## src/rtl/rgb_pkg.sv

```systemverilog
// Shared definitions for the RGB LED arbiter: FSM states, colour field layout
// and the colour-channel to SB_RGBA_DRV RGBn pin mapping.
package rgb_pkg;

    typedef enum logic [1:0] {
        IDLE   = 2'd0,
        SERVE0 = 2'd1,
        SERVE1 = 2'd2
    } arb_state_e;

    localparam int RED_LSB = 16;
    localparam int GRN_LSB = 8;
    localparam int BLU_LSB = 0;

    localparam int CH_RED = 0;
    localparam int CH_GRN = 1;
    localparam int CH_BLU = 2;

    // The LED driver pins are not in R,G,B order on the package.
    localparam int RGB0_CH = CH_GRN;
    localparam int RGB1_CH = CH_BLU;
    localparam int RGB2_CH = CH_RED;

    typedef logic [2:0][7:0] duty_t;

    function automatic duty_t unpack_color(input logic [23:0] color);
        duty_t d;
        d[CH_RED] = color[RED_LSB +: 8];
        d[CH_GRN] = color[GRN_LSB +: 8];
        d[CH_BLU] = color[BLU_LSB +: 8];
        return d;
    endfunction

endpackage

```

## src/rtl/rgb_pwm_gen.sv

```systemverilog
// PWM timebase for the RGB LED: prescaler, 8-bit step counter and one
// registered comparator per colour channel.
module rgb_pwm_gen
    import rgb_pkg::*;
#(
    parameter int PRESCALE = 24
) (
    input  logic  clk,
    input  logic  rst_n,
    input  duty_t duty,
    output logic  period_end,
    output logic  rgb0_pwm,
    output logic  rgb1_pwm,
    output logic  rgb2_pwm
);

    logic [15:0] presc_q, presc_d;
    logic [7:0]  pwm_cnt_q, pwm_cnt_d;
    logic [2:0]  pwm_q, pwm_d;
    logic        tick;

    always_comb begin
        tick       = (presc_q == 16'(PRESCALE - 1));
        period_end = tick && (pwm_cnt_q == 8'd255);
        presc_d    = tick ? 16'd0 : presc_q + 16'd1;
        pwm_cnt_d  = tick ? pwm_cnt_q + 8'd1 : pwm_cnt_q;
        for (int ch = 0; ch < 3; ch++) begin
            pwm_d[ch] = (pwm_cnt_q < duty[ch]);
        end
    end

    always_ff @(posedge clk or negedge rst_n) begin
        if (!rst_n) begin
            presc_q   <= '0;
            pwm_cnt_q <= '0;
            pwm_q     <= '0;
        end else begin
            presc_q   <= presc_d;
            pwm_cnt_q <= pwm_cnt_d;
            pwm_q     <= pwm_d;
        end
    end

    assign rgb0_pwm = pwm_q[RGB0_CH];
    assign rgb1_pwm = pwm_q[RGB1_CH];
    assign rgb2_pwm = pwm_q[RGB2_CH];

endmodule

```

## src/rtl/rgb_led_arbiter.sv

```systemverilog
// Time-slices one RGB LED between two requesters, switching only on PWM
// period boundaries. Define RGB_ARB_BREATHE_EN for a breathing green when idle.
module rgb_led_arbiter
    import rgb_pkg::*;
#(
    parameter int PRESCALE      = 24,
    parameter int SLICE_PERIODS = 16
) (
    input  logic        clk,
    input  logic        rst_n,
    input  logic [1:0]  req,
    input  logic [23:0] color0,
    input  logic [23:0] color1,
    output logic [1:0]  gnt,
    output logic        rgb0_pwm,
    output logic        rgb1_pwm,
    output logic        rgb2_pwm,
    output logic        led_en
);

    arb_state_e  state_q, state_d, nxt;
    logic        last_q, last_d;
    logic [7:0]  slice_q, slice_d;
    logic [8:0]  slice_inc;
    logic [1:0]  gnt_q, gnt_d;
    duty_t       duty_q, duty_d;
    logic        regrant;
    logic        period_end;

`ifdef RGB_ARB_BREATHE_EN
    logic [7:0]  ramp_q, ramp_d;
    logic        ramp_up_q, ramp_up_d;

    // Returns {direction, level}; the ramp bounces off 0 and 255.
    function automatic logic [8:0] breathe_step(input logic up, input logic [7:0] lvl);
        if (up) return (lvl == 8'd255) ? {1'b0, 8'd254} : {1'b1, lvl + 8'd1};
        else    return (lvl == 8'd0)   ? {1'b1, 8'd1}   : {1'b0, lvl - 8'd1};
    endfunction
`endif

    always_comb begin
        slice_inc = {1'b0, slice_q} + 9'd1;
        nxt       = state_q;
        regrant   = 1'b0;
        case (state_q)
            IDLE: begin
                if (req == 2'b11)  nxt = last_q ? SERVE0 : SERVE1;
                else if (req[0])   nxt = SERVE0;
                else if (req[1])   nxt = SERVE1;
            end
            SERVE0: begin
                if (!req[0]) begin
                    nxt = req[1] ? SERVE1 : IDLE;
                end else if (slice_inc >= 9'(SLICE_PERIODS)) begin
                    nxt     = req[1] ? SERVE1 : SERVE0;
                    regrant = !req[1];
                end
            end
            SERVE1: begin
                if (!req[1]) begin
                    nxt = req[0] ? SERVE0 : IDLE;
                end else if (slice_inc >= 9'(SLICE_PERIODS)) begin
                    nxt     = req[0] ? SERVE0 : SERVE1;
                    regrant = !req[0];
                end
            end
            default: nxt = IDLE;
        endcase

        state_d = state_q;
        last_d  = last_q;
        slice_d = slice_q;
        gnt_d   = gnt_q;
        duty_d  = duty_q;
`ifdef RGB_ARB_BREATHE_EN
        ramp_d    = ramp_q;
        ramp_up_d = ramp_up_q;
`endif
        // Grant and duties move together so a period never mixes two owners.
        if (period_end) begin
            state_d = nxt;
            slice_d = (nxt == state_q && !regrant && nxt != IDLE) ? slice_inc[7:0] : 8'd0;
            case (nxt)
                SERVE0: begin
                    gnt_d  = 2'b01;
                    last_d = 1'b0;
                    duty_d = unpack_color(color0);
                end
                SERVE1: begin
                    gnt_d  = 2'b10;
                    last_d = 1'b1;
                    duty_d = unpack_color(color1);
                end
                default: begin
                    gnt_d  = 2'b00;
                    duty_d = '0;
`ifdef RGB_ARB_BREATHE_EN
                    if (state_q == IDLE) begin
                        {ramp_up_d, ramp_d} = breathe_step(ramp_up_q, ramp_q);
                        duty_d[CH_GRN]      = ramp_d;
                    end
`endif
                end
            endcase
`ifdef RGB_ARB_BREATHE_EN
            if (nxt != IDLE || state_q != IDLE) begin
                ramp_d    = 8'd0;
                ramp_up_d = 1'b1;
            end
`endif
        end
    end

    always_ff @(posedge clk or negedge rst_n) begin
        if (!rst_n) begin
            state_q   <= IDLE;
            last_q    <= 1'b1;
            slice_q   <= '0;
            gnt_q     <= '0;
            duty_q    <= '0;
`ifdef RGB_ARB_BREATHE_EN
            ramp_q    <= '0;
            ramp_up_q <= 1'b1;
`endif
        end else begin
            state_q   <= state_d;
            last_q    <= last_d;
            slice_q   <= slice_d;
            gnt_q     <= gnt_d;
            duty_q    <= duty_d;
`ifdef RGB_ARB_BREATHE_EN
            ramp_q    <= ramp_d;
            ramp_up_q <= ramp_up_d;
`endif
        end
    end

    rgb_pwm_gen #(
        .PRESCALE (PRESCALE)
    ) u_pwm (
        .clk        (clk),
        .rst_n      (rst_n),
        .duty       (duty_q),
        .period_end (period_end),
        .rgb0_pwm   (rgb0_pwm),
        .rgb1_pwm   (rgb1_pwm),
        .rgb2_pwm   (rgb2_pwm)
    );

    assign gnt    = gnt_q;
    assign led_en = rst_n;

endmodule
```

## config.mk

```make
export PLATFORM = sky130hd
export DESIGN_NAME = rgb_led_arbiter
export DESIGN_NICKNAME = d
export VERILOG_FILES = /design/src/rtl/rgb_pkg.sv /design/src/rtl/rgb_pwm_gen.sv /design/src/rtl/rgb_led_arbiter.sv
export SDC_FILE = /design/constraint.sdc
export NUM_CORES = 1
export LEC_CHECK = 0
export CORE_MARGIN = 3
export CORE_UTILIZATION = 59
export CTS_CLUSTER_DIAMETER = 200
export DETAILED_ROUTE_END_ITERATION = 8
export PLACE_DENSITY = 0.86
export SYNTH_ARGS = -nofsm -noshare
export SYNTH_HDL_FRONTEND = slang
export SYNTH_SLANG_ARGS = --single-unit
export TNS_END_PERCENT = 100
```

## constraint.sdc

```tcl
create_clock -name clk -period 8 [get_ports clk]
set_input_delay 1.6 -clock clk [delete_from_list [all_inputs] [get_ports clk]]
set_output_delay 1.6 -clock clk [all_outputs]
set_load 0.03 [all_outputs]
```

Yosys cells after proc, flatten, opt, wreduce, memory -nomap -nowiden
Index checks and enable logic that the tools add are counted.
W data, S select, Z words.
{"block": "classes", "addsub": 3, "n_lt_le_gt_ge": 4, "n_eq_ne": 8, "muxes": 23, "n_reduce_logical": 10}
{"cell": "$pmux W24 S2", "n": 1}
{"cell": "$lt A8 B8 Y1", "n": 3}
{"cell": "$mux W2", "n": 11}
{"cell": "$add A16 B1 Y16 const B", "n": 1}
{"cell": "$eq A16 B5 Y1 const B", "n": 1}
{"cell": "$mux W16", "n": 1}
{"cell": "$add A8 B1 Y9 const B", "n": 1}
{"cell": "$ge A9 B5 Y1 const B", "n": 1}
{"cell": "$add A8 B1 Y8 const B", "n": 1}
{"cell": "$eq A8 B8 Y1 const B", "n": 1}
{"cell": "$mux W8", "n": 1}
{"cell": "$eq A2 B2 Y1 const B", "n": 3}
{"cell": "$pmux W2 S3", "n": 1}
{"cell": "$mux W1", "n": 5}
{"cell": "$eq A2 B1 Y1 const B", "n": 2}
{"cell": "$pmux W1 S2", "n": 2}
{"cell": "$pmux W2 S2", "n": 1}
{"cell": "$reduce_bool A2 Y1", "n": 2}
{"cell": "$logic_and A1 B1 Y1", "n": 3}
{"cell": "$logic_not A1 Y1", "n": 3}
{"cell": "$eq A2 B2 Y1", "n": 1}
{"cell": "$logic_not A2 Y1", "n": 1}
{"cell": "$reduce_and A2 Y1", "n": 1}
{"block": "totals", "register_bits": 64, "output_inout_bits": 6, "elab_cells": 58}

Depth between registers and ports, before layout
Gate-level depths: netlist of the first run.
{"block": "depth", "ltp_word": 9, "depth_mapped": 16, "mapped_depth_nobuf": 14}

Hierarchy
From an unflattened synthesis of the first run, not the netlist that was laid out.
{"block": "unflattened", "hier_cells": 387, "hier_area_um2": 4008.8}
{"mod": "rgb_led_arbiter", "n_inst": 1, "cells_per_inst": 221, "area_per_inst_um2": 2288.4}
{"mod": "rgb_pwm_gen", "n_inst": 1, "cells_per_inst": 166, "area_per_inst_um2": 1720.4}

Least setup slack after synthesis of the first run
Ideal clock, no wire load.
{"block": "synth_path", "kind": "input-to-reg", "startpoint": "input port req[0]", "endpoint": "register slice_q[2]", "setup_time_ns": 0.064, "arrival_time_ns": 3.899, "t_required_ns": 7.936, "setup_slack_ns": 4.037, "path_stages": 13, "n_path_buf": 2, "cell_sequence": "clkbuf_1 -> o21bai_1 -> a21boi_0 -> a311oi_4 -> nor2_1 -> inv_1 -> ha_1 -> a21oi_1 -> nand2_1 -> or3_1 -> buf_2 -> o31ai_1 -> a21o_1"}
{"block": "synth_between", "elab_chain_cells": 8, "elab_cells_between_ends": 20, "cone_classes": "2 x eq/ne; 13 x mux; 5 x reduce/logical"}
{"element": "start: declaration", "line_no": "rgb_led_arbiter.sv:11", "text": "input logic [1:0] req,"}
{"element": "$mux W2 or $logic_not A1 Y1 (tied branches)", "line_no": "rgb_led_arbiter.sv:63, rgb_led_arbiter.sv:64"}
{"element": "$mux W2 or $mux W1 (tied branches)", "line_no": "rgb_led_arbiter.sv:62", "text": "end else if (slice_inc >= 9'(SLICE_PERIODS)) begin"}
{"element": "$mux W2 or $mux W1 (tied branches)", "line_no": "rgb_led_arbiter.sv:60", "text": "if (!req[1]) begin"}
{"element": "$pmux W2 S3 or $pmux W1 S2 (tied branches)", "line_no": "rgb_led_arbiter.sv:45", "text": "case (state_q)"}
{"element": "$eq A2 B2 Y1 or $logic_not A1 Y1 (tied branches)", "line_no": "rgb_led_arbiter.sv:82", "text": "slice_d = (nxt == state_q && !regrant && nxt != IDLE) ? slice_inc[7:0] : 8'd0;"}
{"element": "$logic_and A1 B1 Y1", "line_no": "rgb_led_arbiter.sv:82"}
{"element": "$logic_and A1 B1 Y1 *", "line_no": "rgb_led_arbiter.sv:82"}
{"element": "$mux W8 *", "line_no": "rgb_led_arbiter.sv:82"}
{"element": "end signal: assignment", "line_no": "rgb_led_arbiter.sv:128", "text": "slice_q <= slice_d;"}
{"element": "end: declaration", "line_no": "rgb_led_arbiter.sv:23", "text": "logic [7:0] slice_q, slice_d;"}
Mark *: on every way between the ends. The rest lies on a longest branch, timed or not.
A chain may end at the register's enable or synchronous reset.

Worst setup path in the final report of the first run
{"block": "layout_path", "startpoint": "input port req[0]", "endpoint": "register duty_q[0] (netlist name)"}
{"block": "layout_between", "elab_chain_cells": 6, "elab_cells_between_ends": 12, "cone_classes": "3 x eq/ne; 9 x mux"}
{"element": "$mux W2", "line_no": "rgb_led_arbiter.sv:63", "text": "nxt = req[0] ? SERVE0 : SERVE1;"}
{"element": "$mux W2", "line_no": "rgb_led_arbiter.sv:62"}
{"element": "$mux W2", "line_no": "rgb_led_arbiter.sv:60"}
{"element": "$pmux W2 S3 *", "line_no": "rgb_led_arbiter.sv:45"}
{"element": "$eq A2 B2 Y1 or $eq A2 B1 Y1 (tied branches)", "line_no": "rgb_led_arbiter.sv:83", "text": "case (nxt)"}
{"element": "$pmux W24 S2 *", "line_no": "rgb_led_arbiter.sv:83"}
{"element": "end signal: assignment", "line_no": "rgb_led_arbiter.sv:130", "text": "duty_q <= duty_d;"}
{"element": "end: declaration", "line_no": "rgb_led_arbiter.sv:26", "text": "duty_t duty_q, duty_d;"}
Marks and branches as above.

==> flow_summary.toml, run 1 <==
[status]
status = "complete, no violations"

[layout]
nNetsFinal = 575
utilization_pct = 73.6
area_growth_pct = 19.2
final_cell_mix = "dfrtp_1 (63), clkdlybuf4s50_1 (56), nor2_1 (33), nand3_1 (33), ha_1 (32)"
final_common_cell = "dfrtp_1"
antennaDiodeCount = 0
fin_area_um2 = 4760
drive_gt1_share_pct = 7.88

[min_path]
hp-start = "u_pwm.presc_q[14]$_DFF_PN0_"
whs_endpoint = "u_pwm.presc_q[14]$_DFF_PN0_"
hold_path.class = "flop to flop"
holdPathStages = 1

[synth]
ys.flop_type = "dfrtp_1"
synth.top_cell.area_share_pct = 39.5
synth_seq_cells = 64
yosys_warnings = 0
syn-num-nets = 522
synth_area_leaders = "dfrtp_1 (40%), ha_1 (10%), nand3_1 (4.1%)"
synth_cells = 438
synth.distinct_cells = 56
ys_seq_area_share_pct = 40.2
synth_edf_count = 0
syn_area_per_cell_um2 = 9.11
ys_async_sr_fraction_pct = 100
syn-cell-area_um2 = 3990
synth_area_leader_cell = "dfrtp_1"

[clock_network]
clkSinkCount = 64
cts_root_buffer = "clkbuf_8"
hold_buffers = 0
cts_resized = 0
htree_levels = 3
numCtsBuffers = 9
cts_buffer_depth = 2
postCtsSetupBuffers = 0
path_clk_slew_ps = 70
clock_latency_ps = 340
cts_tree = "done"

[timing]
rsz0062_at_grt = "no"
maxSlewHeadroom_pct = 30.2
fin_crit_sh_pct = 68.5
finalSetupViolations = 0
worstMarginPinSlew_ps = 1050
setup_slack_ps = 2520
fin_crit_ps = 5480
drv_slew = 0
finalHoldViolCount = 0
timing.fmax_mhz = 183
clock_skew_ps = 8.57
setup_tns_ps = 0

[global_route]
grt-ovfl-total = 0
grt_max_degree = 66
antenna_found_initial = 0
grt_pass1_wl_um = 16000
grt_pass1_vias = 3461
track_usage_pct = 26.4

[floorplan]
die_w_um = 88.2
initial_utilization_pct = 61.8
std_cell_rows = 29
chipHeight_um = 88.2
io_pins = 58
fp.dieArea_um2 = 7780
core_um2 = 6460

[setup_path]
crit_type = "primary input to flop"
required_ps = 8260
path_max_fanout = 29
r2r_cells = 11
r2r_slack_ps = 3530
reg2reg_to = "duty_q[0]$_DFFE_PN0P_"
startpoint_type = "primary input"
arrival_ps = 5740
end_kind = "flop"
r2r_start = "slice_q[0]$_DFFE_PN0P_"

[detailed_routing]
postRouteAntennaNets = 0
routedWlPerCell_um = 16.9
drc = 0
viasPerCell = 6.05
wirelength_um = 9670
firstDrtPassIters = 4
dr_total_vias = 3460
drt_iter0_drc = 217

[pwr]
p_sw_share_pct = 23.5
fin_total_pwr_uw = 628
p_seq_share_pct = 52.2
p_sw_uw = 148
power_density_nw_per_um2 = 132
pwr-share-comb_pct = 7.6
leakage_uw = 0.00208
clockPowerShare_pct = 40.2
ir_drop_v = 0.000107
internal_power_uw = 480

[placement]
place_hpwl_um = 6600
place_ws_ps = 2260
place_area_um2 = 4580
portBuffers = 57
place.gp.congestion = 0.891

[run]
drv_cap = 0
sequential cells by signal (all words and copies together), names as in the netlist:
name and flops:
last_q 1, duty_q 24, u_pwm.pwm_cnt_q 8, u_pwm.pwm_q 3
gnt 2, state_q 2, u_pwm.presc_q 16, slice_q 8
power by group through the flow:
| stage | Combinational, µW | Clock [µW] | Sequential (µW) |
|---|---|---|---|
| after CTS | 48.1 | 258 | 328 |
| after detailed placement | 47.7 | 0 | 334 |
| after floorplan | 12.9 | 0 | 333 |
| after global routing | 51.4 | 272 | 328 |
| after global placement | 47.2 | 0 | 334 |
| final | 47.7 | 252 | 328 |
synth_stat cells, types with 2 or more instances:
cell,count
nor2b_1,6
a211o_1,3
nor3_2,2
xnor2_1,13
buf_6,2
or3_1,3
a21o_1,14
a211oi_1,4
nand2b_1,5
o21ai_0,13
and3_1,12
a21oi_1,11
o22ai_1,2
xor2_1,8
buf_2,4
and2_1,2
inv_1,31
ha_1,32
dfrtp_1,63
a31oi_1,23
a31o_2,3
nand3b_1,4
o21ai_1,21
buf_4,4
nor2_1,33
clkbuf_1,10
nand2_1,29
nor3_1,13
nand3_1,33
nand4_1,9
cell type report:
type                    instances  area, µm²
clock buffers                  12        155
clock inverters                 3       17.5
multi-input cells             323       2160
inverters                      31        116
flip-flops and latches         64       1600
fillers                       485       1700
well taps                      77       96.3
repair buffers                 62        603
critical path, cell delays in order:
cell and delay (ps):
clkdlybuf4s50_1 830, nand2_1 190, nand2_1 150, o21ai_0 120, a222oi_1 410, or2_1 820
ha_1 420, nor2_2 820, nand3_1 200, o21ai_1 170
logic make-up after synthesis:
group / share of synthesized area [%]
muxes: 0.565
and+or+nand+nor: 21.0
DFF: 40.2
AOI/OAI and AO/OA: 18.0
buffers and inverters: 5.68
adders and majority gates: 10.0
xor gates and xnor gates: 4.61
worst max-delay path by stage:
stage	cells past startpoint	slack, ps	end	start
floorplan	13	4040	slice_q[2]$_DFFE_PN0P_	req[0]
global placement	10	2400	duty_q[17]$_DFFE_PN0P_	req[0]
detailed placement	10	2260	duty_q[20]$_DFFE_PN0P_	req[0]
CTS	10	2570	duty_q[0]$_DFFE_PN0P_	req[0]
global route	10	2200	duty_q[18]$_DFFE_PN0P_	req[0]
finish	10	2520	duty_q[0]$_DFFE_PN0P_	req[0]
stage by stage:
| step | cells | hold WS [ps] |
|---|---|---|
| detailed placement | 557 | 487 |
| global route | 572 | 521 |
| global placement | 557 | 479 |
| CTS | 572 | 500 |
| floorplan | 438 | 459 |
| finish | 572 | 503 |
metal layers:
layer	track usage, %	vias up	wire length [µm]
li1	-	1667	-
met1	34.4	1708	4360
met2	44.7	74	4800
met3	4.75	11	382
met4	8.38	0	121
met5	0	-	0
Note: power is estimated with default switching activity, not from simulation.
==> run 2, diff against run 1 <==
Settings changed: CORE_UTILIZATION 59 to 50, PLACE_DENSITY 0.86 to 0.77.
Clock period 8 ns to 5 ns, I/O delays scaled along.
==> run 2 against run 1 <==
  * Final area is 1.8% higher
  * Sequential share of layout area is 0.58 points lower
  * Non-clock buffer count is 2 higher
  * Register-to-register slack worse by 2100 ps
  * Power is 73% higher
  * Critical path type unchanged
  * Critical endpoint is now slice_q[4]$_DFFE_PN0P_
==> flow_summary.toml, run 2 (synthesis gave the netlist of run 1 again) <==
[setup_path]
startpoint_type = "primary input"
r2r_slack_ps = 1440
path_max_fanout = 15
required_ps = 5280
arrival_ps = 4180
end_kind = "flop"
crit_type = "primary input to flop"

[detailed_routing]
drc = 0
drt_iter0_drc = 164
postRouteAntennaNets = 0
viasPerCell = 5.82
dr_total_vias = 3475
wirelength_um = 9490
routedWlPerCell_um = 15.9
firstDrtPassIters = 5

[layout]
fin_area_um2 = 4840
area_growth_pct = 21.3
reg_top3 = "duty_q: 24 flops, u_pwm.presc_q: 16 flops"
top_register = "duty_q"
largest_reg_flops = 24
final_cell_mix = "dfrtp_1 (63), clkdlybuf4s50_1 (56), nor2_1 (33), nand3_1 (33), ha_1 (32)"
stdcell_count = 597
final_common_cell = "dfrtp_1"
antennaDiodeCount = 0
drive_gt1_share_pct = 8.03
nNetsFinal = 577

[timing]
drv_slew = 0
fin_crit_sh_pct = 78.0
finalHoldViolCount = 0
timing.fmax_mhz = 256
worstMarginPinSlew_ps = 873
setup_tns_ps = 0
rsz0062_at_grt = "no"
clock_skew_ps = 7.82
fin_crit_ps = 3900
setup_slack_ps = 1100
maxSlewHeadroom_pct = 41.5
finalSetupViolations = 0

[floorplan]
fp.dieArea_um2 = 9080
chipHeight_um = 95.3
io_pins = 58
die_w_um = 95.3
std_cell_rows = 31
initial_utilization_pct = 53.3
core_um2 = 7490

[run]
drv_cap = 0

[clock_network]
hold_buffers = 0
cts_buffer_depth = 2
numCtsBuffers = 9
clock_latency_ps = 340
cts_tree = "done"
postCtsSetupBuffers = 0
clkSinkCount = 64
cts_resized = 0
cts_root_buffer = "clkbuf_8"
path_clk_slew_ps = 70
htree_levels = 3

[status]
status = "complete, no violations"

[global_route]
grt_max_degree = 65
grt-ovfl-total = 0
track_usage_pct = 22.1
antenna_found_initial = 0
grt_pass1_vias = 3437
grt_pass1_wl_um = 15600

[pwr]
fin_total_pwr_uw = 1080
power_density_nw_per_um2 = 224
ir_drop_v = 0.000132
leakage_uw = 0.00211

[placement]
place.gp.congestion = 0.876
place_area_um2 = 4630
dp.cells = 581
place_ws_ps = 820
portBuffers = 57
place_hpwl_um = 6630

[min_path]
hold_path.class = "flop to flop"
## run 2: changes by cell type in the layout (fill, tap and decap cells not counted), sizes merged
| cell | delta |
|---|---|
| buf | +2 |
| clkinv | -1 |
| bufinv | +2 |
| clkinvlp | -1 |
| clkbuf | +1 |
## run 2: final cells by class
type	count	area (µm²)
Fill cell	615	2650
Multi-Input combinational cell	323	2160
Sequential cell	64	1600
Timing Repair Buffer	64	618
Clock buffer	13	149
Tap cell	99	124
Inverter	31	116
Clock inverter	3	65.1
## run 2: where the power goes
| group | internal (µW) | switching, µW |
|---|---|---|
| Clock | 294 | 192 |
| Sequential | 521 | 4.24 |
| Combinational | 45.1 | 29.1 |
## run 2: per-layer routing
layer / vias up / GRT usage [%] / wire length [µm]
met5: - / 0 / 0
met4: 0 / 9.38 / 136
met3: 16 / 5.37 / 439
met2: 90 / 37.1 / 4830
met1: 1696 / 27.0 / 4080
li1: 1673 / - / -
## run 2: worst paths after layout
check	from	to	cells past startpoint
min in group asynchronous	rst_n	duty_q[19]$_DFFE_PN0P_	2
max in group asynchronous	rst_n	slice_q[7]$_DFFE_PN0P_	2
worst min-delay path	u_pwm.presc_q[14]$_DFF_PN0_	u_pwm.presc_q[14]$_DFF_PN0_	1
worst min register to register	u_pwm.presc_q[14]$_DFF_PN0_	u_pwm.presc_q[14]$_DFF_PN0_	1
worst max register to register	slice_q[0]$_DFFE_PN0P_	slice_q[4]$_DFFE_PN0P_	13
worst max-delay path	req[0]	slice_q[4]$_DFFE_PN0P_	12
## run 2: critical path, cell delays in order
cell and delay (ps):
clkdlybuf4s50_1 800, nand2_1 170, a21boi_0 390, a311oi_4 90
nor2_1 210, inv_1 110, ha_1 190, a21oi_1 130
nand2_1 60, or3_1 520, a211oi_1 360, a21o_1 130
## run 2: metrics by stage
step	hold WS, ps	utilization [%]
floorplan	459	-
global placement	476	61.8
detailed placement	486	61.8
CTS	502	64.6
global route	526	64.6
finish	499	64.6
